<file path="src/rtl/instr_fetch_seq_pkg.sv">
// Shared constants for the sequenced instruction fetch/decode block: default
// widths, reset PC, EXTEND prefix word, FSM encoding and field positions.
package instr_fetch_seq_pkg;

    localparam int OP_W_DEF   = 3;
    localparam int ADDR_W_DEF = 12;
    localparam int WORD_W_DEF = 15;
    localparam int PC_W_DEF   = 12;

    localparam logic [11:0] RESET_PC_DEF    = 12'o4000;
    localparam logic [14:0] EXTEND_WORD_DEF = 15'o00006;

    localparam logic [0:0] ST_FETCH = 1'b0;
    localparam logic [0:0] ST_ISSUE = 1'b1;

    // Field positions scale with the address width; the opcode sits directly above it.
    function automatic int op_lsb(input int addr_w);
        return addr_w;
    endfunction

    function automatic int qc_lsb(input int addr_w);
        return addr_w - 2;
    endfunction

    function automatic int periph_bit(input int addr_w);
        return addr_w - 3;
    endfunction

endpackage

</file>
<file path="src/rtl/instr_fetch_seq_field_decode.sv">
// Pure combinational split of the instruction register into its fields,
// keeping the legacy splitter layout with the widths parametrised.
module instr_field_decode
    import instr_fetch_seq_pkg::*;
#(
    parameter int OP_W   = OP_W_DEF,
    parameter int ADDR_W = ADDR_W_DEF,
    parameter int WORD_W = WORD_W_DEF
) (
    input  logic [WORD_W-1:0] ir,
    output logic [OP_W-1:0]   opcode,
    output logic [1:0]        qc,
    output logic              peripheral_c,
    output logic [ADDR_W-1:0] addr12,
    output logic [ADDR_W-3:0] addr10
);

    localparam int OP_LSB     = op_lsb(ADDR_W);
    localparam int QC_LSB     = qc_lsb(ADDR_W);
    localparam int PERIPH_BIT = periph_bit(ADDR_W);

    assign opcode       = ir[OP_LSB +: OP_W];
    assign qc           = ir[QC_LSB +: 2];
    assign peripheral_c = ir[PERIPH_BIT];
    assign addr12       = ir[ADDR_W-1:0];
    // addr10 deliberately includes the peripheral bit as its MSB.
    assign addr10       = ir[PERIPH_BIT:0];

endmodule

</file>
<file path="src/rtl/instr_fetch_seq.sv">
// Two-state fetch sequencer: owns the PC, fetches over req/ack, absorbs the
// EXTEND prefix and presents decoded instructions over valid/ready.
module instr_fetch_seq
    import instr_fetch_seq_pkg::*;
#(
    parameter int              OP_W        = OP_W_DEF,
    parameter int              ADDR_W      = ADDR_W_DEF,
    parameter int              WORD_W      = WORD_W_DEF,
    parameter int              PC_W        = PC_W_DEF,
    parameter logic [PC_W-1:0]   RESET_PC    = RESET_PC_DEF,
    parameter logic [WORD_W-1:0] EXTEND_WORD = EXTEND_WORD_DEF
) (
    input  logic              clk,
    input  logic              reset,
    output logic              mem_req,
    output logic [PC_W-1:0]   mem_addr,
    input  logic              mem_ack,
    input  logic [WORD_W-1:0] mem_data,
    input  logic              pc_load,
    input  logic [PC_W-1:0]   pc_load_value,
    output logic              out_valid,
    input  logic              out_ready,
    output logic [OP_W-1:0]   opcode,
    output logic [1:0]        qc,
    output logic              peripheral_c,
    output logic [ADDR_W-1:0] addr12,
    output logic [ADDR_W-3:0] addr10,
    output logic              extracode,
    output logic [PC_W-1:0]   instr_pc
);

    logic [0:0]        state;
    logic [PC_W-1:0]   pc;
    logic [WORD_W-1:0] ir;
    logic              ext_pending;

    always_ff @(posedge clk) begin
        if (reset) begin
            state       <= ST_FETCH;
            pc          <= RESET_PC;
            ir          <= '0;
            instr_pc    <= '0;
            ext_pending <= 1'b0;
        end else if (pc_load) begin
            // Redirect wins: any coincident ack or handshake is discarded.
            state       <= ST_FETCH;
            pc          <= pc_load_value;
            ext_pending <= 1'b0;
        end else if (state == ST_FETCH) begin
            if (mem_ack) begin
                pc <= pc + PC_W'(1);
                // An extended instruction reports the address of its prefix.
                if (!ext_pending) begin
                    instr_pc <= pc;
                end
                if (mem_data == EXTEND_WORD) begin
                    ext_pending <= 1'b1;
                end else begin
                    ir    <= mem_data;
                    state <= ST_ISSUE;
                end
            end
        end else if (out_ready) begin
            ext_pending <= 1'b0;
            state       <= ST_FETCH;
        end
    end

    assign mem_req   = (state == ST_FETCH);
    assign mem_addr  = pc;
    assign out_valid = (state == ST_ISSUE);
    assign extracode = ext_pending;

    instr_field_decode #(
        .OP_W   (OP_W),
        .ADDR_W (ADDR_W),
        .WORD_W (WORD_W)
    ) u_decode (
        .ir           (ir),
        .opcode       (opcode),
        .qc           (qc),
        .peripheral_c (peripheral_c),
        .addr12       (addr12),
        .addr10       (addr10)
    );

endmodule

</file>
<file path="config.mk">
export PLATFORM = sky130hd
export DESIGN_NAME = instr_fetch_seq
export DESIGN_NICKNAME = d
export VERILOG_FILES = /design/src/rtl/instr_fetch_seq_pkg.sv /design/src/rtl/instr_fetch_seq_field_decode.sv /design/src/rtl/instr_fetch_seq.sv
export SDC_FILE = /design/constraint.sdc
export NUM_CORES = 1
export LEC_CHECK = 0
export CORE_MARGIN = 2
export CORE_UTILIZATION = 45
export CTS_CLUSTER_DIAMETER = 50
export DETAILED_ROUTE_END_ITERATION = 12
export PLACE_DENSITY = 0.85
export SETUP_SLACK_MARGIN = 0.2
export SLEW_MARGIN = 5
export SYNTH_ARGS = -nofsm -noshare
export SYNTH_HDL_FRONTEND = slang
export SYNTH_HIERARCHICAL = 1
export SYNTH_SLANG_ARGS = --single-unit
</file>
<file path="constraint.sdc">
create_clock -name clk -period 3.85 [get_ports clk]
set_clock_uncertainty 0.2 [all_clocks]
set_input_delay 0.77 -clock clk [delete_from_list [all_inputs] [get_ports clk]]
set_output_delay 0.77 -clock clk [all_outputs]
set_load 0.02 [all_outputs]
</file>
# == Word-level counts from Yosys, hierarchy flattened ==
# Index checks and enable logic that the tools add are counted.
# word_totals
regBits,41
in_bits,32
# classes
n_addsub,1
bitwise,4
muxes,11
reduce_logical,8
eq_ne,3
# ops
op,count
$mux 12,3
$eq 15x3->1 const B,1
$add 12x1->12 const B,1
$mux 1,8
$reduce_and 4->1,2
$reduce_bool 2->1,3
$ne 2x2->1 const B,2
$not 1->1,4
$reduce_and 3->1,1
$reduce_and 2->1,1
$reduce_or 2->1,1

# == Depth between registers and ports, before layout ==
# Gate-level depths: netlist (run 1).
# depth
depth_word,4
depth_mapped,5

# == Cells and area by module ==
# The synthesis (run 1) kept the hierarchy.
# modules_own_cells
module,seq_area_each_um2,n_inst,cells_per_inst,area_per_inst_um2
instr_fetch_seq,820.8,1,208,1773.0
instr_field_decode,0.0,1,28,210.2

# == Worst setup path before layout (run 1) ==
# No wires, ideal clock.
# synth_timing
path_type,input -> register
from,in mem_data[7]
to,reg ir[0]
t_arrival_ns,2.047
required_ns,3.530
stages,5
slack_ns,1.483
path_cell_list,or4_4 -> nor4_4 -> nor3_2 -> buf_6 -> mux2i_1
# synth_via
elab_chain_cells,3
# synth_lines
element,line_no,rtl
start: declaration,instr_fetch_seq.sv:18,"input logic [WORD_W-1:0] mem_data,"
$eq 15x3->1,instr_fetch_seq.sv:56,if (mem_data == EXTEND_WORD) begin
$not 1->1 (no source line),--,
$reduce_and 4->1 (no source line),--,
end signal: assignment,instr_fetch_seq.sv:59,ir <= mem_data;
end: declaration,instr_fetch_seq.sv:34,logic [WORD_W-1:0] ir;
# Every way passes these cells.
# A chain may end at the register's enable or synchronous reset.

# == Worst setup path in the final report (run 1) ==
# layout_timing
from,in mem_data[7]
to,reg ir[11]
# Same word-level chain as after synthesis.

==> results of run 1 <==
[cell usage after synthesis, types with 2 or more instances]
master     n  area (um^2)
inv_2      2         7.51
nand3b_1   2         15.0
xnor2_1    6         52.6
nor3_1     6         30.0
o211a_1    2         20.0
mux2i_1   15          150
nand2_1   62          233
buf_4     28          210
clkbuf_1   9         33.8
o21ai_1    3         15.0
inv_1      3         11.3
a311oi_1   4         35.0
nor2_1     8         30.0
nand3_1    3         15.0
dfxtp_1   41          821
nand4_1    3         18.8
or4_4      2         22.5
xor2_1     2         17.5
or3_1      4         25.0
a211oi_1   4         30.0
a21oi_1   12         60.1
[layout by cell type, fill, tap and decap left out, types with 3 or more instances in the layout]
master,n
dfxtp_1,41
mux2i_1,15
a311oi_1,4
or3_1,4
clkbuf_8,5
a211oi_1,4
inv_1,3
nand3_1,3
o21ai_1,3
clkdlybuf4s50_1,86
nand4_1,3
nor2_1,8
nor3_1,6
xnor2_1,6
buf_4,3
a21oi_1,12
nand2_1,62
[metal layers]
metal,up-vias,routed length (um),global-route usage [%]
li1,884,-,-
met1,835,1870,23.0
met2,65,2450,34.0
met3,11,299,4.62
met4,0,112,8.55
met5,-,0,0
[how the worst min path moves through the flow]
stage | start | to | slack, ns | cells past startpoint
after floorplan | ir[12] | ir[12] | 0.24 | 2
after global placement | instr_pc[5] | instr_pc[5] | 0.24 | 2
after detailed placement | instr_pc[11] | instr_pc[11] | 0.25 | 2
after CTS | instr_pc[11] | instr_pc[11] | 0.26 | 2
after global routing | instr_pc[3] | instr_pc[3] | 0.28 | 2
final | instr_pc[11] | instr_pc[11] | 0.26 | 2
[stage by stage]
step / worst slack [ns] / utilization (%) / area, um^2
3_3_place_gp: 1.00 / 62.2 / 2670
2_1_floorplan: 1.48 / - / 1980
6_report: 1.28 / 64.2 / 2760
5_1_grt: 1.19 / 64.2 / 2760
4_1_cts: 1.27 / 64.2 / 2760
3_5_place_dp: 0.957 / 62.2 / 2670
[registers in the layout (all words and copies together) (netlist names)]
| signal | flops |
|---|---|
| ir | 15 |
| instr_pc | 12 |
| extracode | 1 |
| mem_addr | 12 |
| out_valid | 1 |
[final cells by class]
| type | count | area, um^2 |
|---|---|---|
| multi-input combinational | 151 | 883 |
| clock inverter | 3 | 17.5 |
| fill | 366 | 1540 |
| tap | 52 | 65.1 |
| timing repair buffer | 89 | 883 |
| inverter | 5 | 18.8 |
| sequential | 41 | 821 |
| clock buffer | 5 | 68.8 |
[power by group]
group	switching, mW	total [mW]	leakage (nW)	internal, mW
Combinational	0.0954	0.197	0.606	0.102
Sequential	0.0243	0.470	0.336	0.446
Clock	0.152	0.277	0.0439	0.125
Total	0.271	0.944	0.986	0.673
[tightest hold or removal path, delay by kind of cell (launching register included)]
family	cells	cell delay, ns
AOI/OAI and AO/OA	1	0.05
DFF	1	0.31
and+or+nand+nor	1	0.05
[cell families after synthesis]
kind of cell	synth area share (%)
multiplexers	7.57
buffers and inverters	14.1
flip-flops	41.4
AND/OR/NAND/NOR	23.3
adder cells (fa/ha/maj)	0.631
AO/OA/AOI/OAI	9.53
XOR/XNOR	3.53
==> key figures, run 1 <==
Outcome
  • Status: finished clean

Routing
  • DR vias/cell: 5.19
  • Pre-Repair DR Iteration Count: 4
  • WL final: 4730 um
  • Routed vias: 1795
  • DRC viols: 0
  • Drt wl/cell: 13.7 um
  • Post-detailed-route count of antenna-violating nets: 0
  • 1st-iter DRT viols: 130

Pwr
  • Lkg Pwr: 0.986 nW
  • Total power draw: 0.944 mW
  • Max VDD drop: 0.274 mV
  • P per Cell Area: 342 nW/um^2

Timing
  • Min Tclk post-route: 2.57 ns
  • Setup Viol. Count Final: 0
  • Hold Slack: 0.255 ns
  • Final hold violations: 0
  • RSZ-0062 raised after global routing: false
  • Actual slew at the worst max-slew pin: 0.516 ns
  • Slew headroom: 65.6%
  • Setup TNS: 0 ns
  • Period Utilization, post-route: 66.8%
  • Maximum clock rate: 0.389 GHz
  • Max-slew violations: 0

Setup path
  • CP delay by family, top: simple AND/OR/NAND/NOR gates
  • Crit Path Category: in2reg
  • Worst setup path start: mem_data[7]
  • R2R cell count: 4
  • Setup crit end: ir[11]
  • Worst EP arrival: 2.55 ns
  • Reg-to-reg endpoint: mem_addr[11]
  • Crit-path slowest cell: or4_4
  • CP bufs+invs: 2
  • Crit path required time: 3.83 ns
  • Worst path depth: 6
  • CP cell instances: clkdlybuf4s50_1 -> or4_4 -> nor4_4 -> nor3_2 -> buf_4 -> mux2i_1
  • Setup crit end kind: flop
  • CP Max Fanout: 15
  • Crit-path max cell delay: 0.55 ns
  • Crit Reg-Reg Startpoint: mem_addr[2]
  • Crit start category: input port
  • Reg2reg setup slack: 1.95 ns

Global routing
  • First-pass GRT wire length: 7810 um
  • Largest net degree at the start of global routing: 36
  • GRT overflow: 0
  • Number of global-route vias before repair: 1671
  • Initial antenna violation count: 0
  • GRT Util Overall: 19.7%

Place
  • Post-placement cell count: 338
  • Port bufs: 86
  • Routability cong.: 0.825
  • DPL Wire Length: 3470 um

Synth
  • Yosys reg bits: 41
  • EDFF count, synth: 0
  • Post-synthesis sequential area ratio: 41.4%
  • Syn avg cell area: 8.40 um^2
  • Synth Cell Area: 1980 um^2
  • Asr flop ratio synth: 0%
  • Ys Warns: 6
  • Synth Net Count: 269
  • Post-Syn Instances: 236
  • Netlist cell types: 36
  • Most used DFF post-synth: dfxtp_1

Clocking
  • Post-CTS sizing: 0
  • CTS tree: built
  • CTS max path bufs: 2
  • Post-CTS setup buffers: 0
  • Clock Sinks: 41
  • Clock Latency Late Sink: 0.29 ns
  • Clock-pin transition on the worst setup and hold timing paths: 0.08 ns
  • CTS buffer count: 5
  • Hold buffers post-CTS: 0
  • CTS Root Cell: clkbuf_8
  • H-tree levels: 2

Layout
  • Share of layout cells above drive strength 1: 5.78%
  • Nets: 326
  • N_diodes: 0
  • Fin cells: 346
  • Layout area overhead: 39.1%

Floorplan
  • Rows: 24
  • IO Pins: 87
  • Die Width: 70.4 um
  • Die Footprint: 4950 um^2
  • Core area: 4290 um^2
  • DIE HEIGHT: 70.4 um
  • Initial Util: 46.2%

Flow run
  • Max_cap viols: 0

Hold path
  • Worst hold path type: reg2reg
No activity file was read; power rests on OpenSTA's default activity.
==> inputs of run 2 (changes only) <==
- CORE_UTILIZATION: 45 -> 38
- PLACE_DENSITY: 0.85 -> 0.76
- clock period: 3.85 -> 2.2 ns (I/O delays scaled with it)
==> key figures, run 2 (same netlist as run 1, synthesis figures left out) <==
Outcome
  • Status: finished clean

Setup path
  • Crit start category: input port
  • R2R cell count: 4 (unchanged)
  • Crit path required time: 2.22 ns (-1.61 ns)
  • CP delay by family, top: simple AND/OR/NAND/NOR gates
  • Crit-path max cell delay: 0.67 ns (+0.12 ns)
  • Worst EP arrival: 2.03 ns (-0.52 ns)
  • Crit Reg-Reg Startpoint: mem_addr[0]
  • CP Max Fanout: 7 (-8)
  • Reg-to-reg endpoint: mem_addr[6]
  • Crit-path slowest cell: nor3_2
  • Reg2reg setup slack: 0.35 ns (-1.60 ns)
  • CP bufs+invs: 1 (-1)
  • CP cell instances: clkdlybuf4s50_1 -> nand3b_1 -> nor4_4 -> nor3_2 -> mux2i_1
  • Crit Path Category: in2reg
  • Setup crit end kind: flop

Hold path
  • Worst hold path type: in2reg
  • Min-delay src: mem_data[11]
  • Hold path depth: 3 (+1)
  • Worst hold endpoint: ir[11]

Layout
  • Commonest cells after routing, fill and taps aside: nand2_1 (62), clkdlybuf4s50_1 (59), dfxtp_1 (40)
  • Commonest non-fill, non-tap cell in the layout: nand2_1
  • Sequential cell area: 822 um^2 (+0.15%)
  • Max reg flops: 15 (unchanged)
  • Layout fillers: 484 (+32%)
  • Nets: 345 (+5.8%)
  • N_diodes: 0 (unchanged)
  • Share of layout cells above drive strength 1: 14.4% (+8.6 points)
  • Reg with most FFs: ir
  • Cell area after layout: 2950 um^2 (+7.0%)
  • Layout area overhead: 48.8%
  • Area of the multi-input gates: 920 um^2 (+4.1%)

Global routing
  • Initial antenna violation count: 0 (unchanged)
  • GRT overflow: 0 (unchanged)
  • Number of global-route vias before repair: 1696 (+1.5%)
  • GRT Util Overall: 17.0% (-2.7 points)
  • First-pass GRT wire length: 8110 um (+3.9%)
  • Largest net degree at the start of global routing: 31 (-14%)

Clocking
  • CTS tree: built
  • CTS max path bufs: 2 (unchanged)
  • H-tree levels: 2 (unchanged)
  • CTS Root Cell: clkbuf_8
  • CTS buffer count: 5 (unchanged)
  • Clock-pin transition on the worst setup and hold timing paths: 0.07 ns (about the same)
  • Clock Latency Late Sink: 0.29 ns (about the same)
  • Clock Sinks: 41 (unchanged)

Routing
  • 1st-iter DRT viols: 133 (+2.3%)
  • WL final: 5140 um (+8.6%)
  • Routed vias: 1852 (+3.2%)
  • DRC viols: 0 (unchanged)
  • DR vias/cell: 4.84 (-6.8%)
  • Pre-Repair DR Iteration Count: 4 (unchanged)
  • Drt wl/cell: 13.4 um (-1.9%)
  • Post-detailed-route count of antenna-violating nets: 0 (unchanged)

Timing
  • Setup Viol. Count Final: 0 (unchanged)
  • Min Tclk post-route: 2.01 ns
  • Setup TNS: 0 ns (unchanged)
  • Period Utilization, post-route: 91.3%
  • Actual slew at the worst max-slew pin: 0.807 ns (+0.291 ns)
  • Slew headroom: 45.9% (-20 points)
  • RSZ-0062 raised after global routing: true
  • Final hold violations: 0 (unchanged)
  • Maximum clock rate: 0.498 GHz
  • Max-slew violations: 0 (unchanged)

Place
  • Placed cell area: 2820 um^2 (+5.6%)
  • DPL Wire Length: 3710 um (+6.9%)
  • Port bufs: 86 (unchanged)
  • Routability cong.: 0.770 (-6.7%)

Floorplan
  • Core area: 5070 um^2 (+18%)
  • IO Pins: 87 (unchanged)
  • Die Footprint: 5810 um^2 (+17%)
  • Rows: 26 (+8.3%)
  • Initial Util: 39.1% (-7.1 points)
  • Die Width: 76.2 um (+8.3%)
  • DIE HEIGHT: 76.2 um (+8.3%)

Pwr
  • P per Cell Area: 582 nW/um^2 (+70%)
  • Max VDD drop: 0.263 mV (-3.8%)
  • Lkg Pwr: 1.20 nW (+22%)

Flow run
  • Max_cap viols: 0 (unchanged)
## run 2: changes by cell type in the layout (fill, tap and decap cells not counted), moves of 4 or more
cell / delta
clkdlybuf4s50_1: -27
buf_4: +17
dlygate4sd2_1: +13
dlymetal6s2s_1: +6
clkbuf_2: +4
clkdlybuf4s15_1: +4
## run 2: area by class of cell
type                       count  area share [%]
sequential                    41            27.9
inverter                       5           0.636
clock inverter                 1           0.170
clock buffer                   7            3.27
multi-input combinational    152            31.2
timing repair buffer         107            33.9
tap                           70            2.97
## run 2: how the worst max path moves through the flow
stage                 startpoint      end  slack [ns]  depth (start not counted)
floorplan           mem_data[11]    ir[0]        0.17                          5
global placement    mem_data[11]    ir[6]       -0.32                          5
detailed placement  mem_data[11]   ir[12]       -0.37                          5
CTS                    out_valid  mem_req        0.20                          2
global route             mem_ack    ir[3]        0.14                          4
finish               mem_data[1]    ir[5]        0.19                          5
## run 2: report_power, final
group          total, mW  internal (mW)  leakage (nW)  switching [mW]
clock              0.536          0.284        0.0542           0.252
sequential         0.823          0.780         0.336          0.0421
combinational      0.360          0.182         0.808           0.178
## run 2: timing repair
item	in CTS	in global routing
buffers inserted	2	0
endpoints found under the setup margin	27	23
pin swaps	5	6
hold buffers	0	0
resized for setup	26	19
cloned	1	0
## run 2: routing by layer
layer	global-route usage [%]	wire length (um)	vias to the layer above
li1	-	-	928
met3	2.73	188	6
met1	22.3	2360	867
met4	6.36	83	0
met2	28.1	2510	51
met5	0	0	-
## run 2: metrics by stage
stage | util (%) | power (mW) | hold WS, ns | std cells | setup slack (ns)
floorplan | - | 1.04 | 0.235 | 236 | 0.168
global placement | 55.6 | 1.21 | 0.242 | 372 | -0.321
detailed placement | 55.6 | 1.21 | 0.249 | 372 | -0.366
CTS | 57.7 | 1.73 | 0.259 | 383 | 0.200
global route | 58.1 | 1.78 | 0.208 | 383 | 0.137
finish | 58.1 | 1.72 | 0.201 | 383 | 0.192
## run 2: worst reg2reg max path, cell delays in order (launching register included)
cell      delay (ns)
dfxtp_1         0.48
ha_1            0.20
nand3b_1        0.18
or3_1           0.41
a311oi_2        0.29
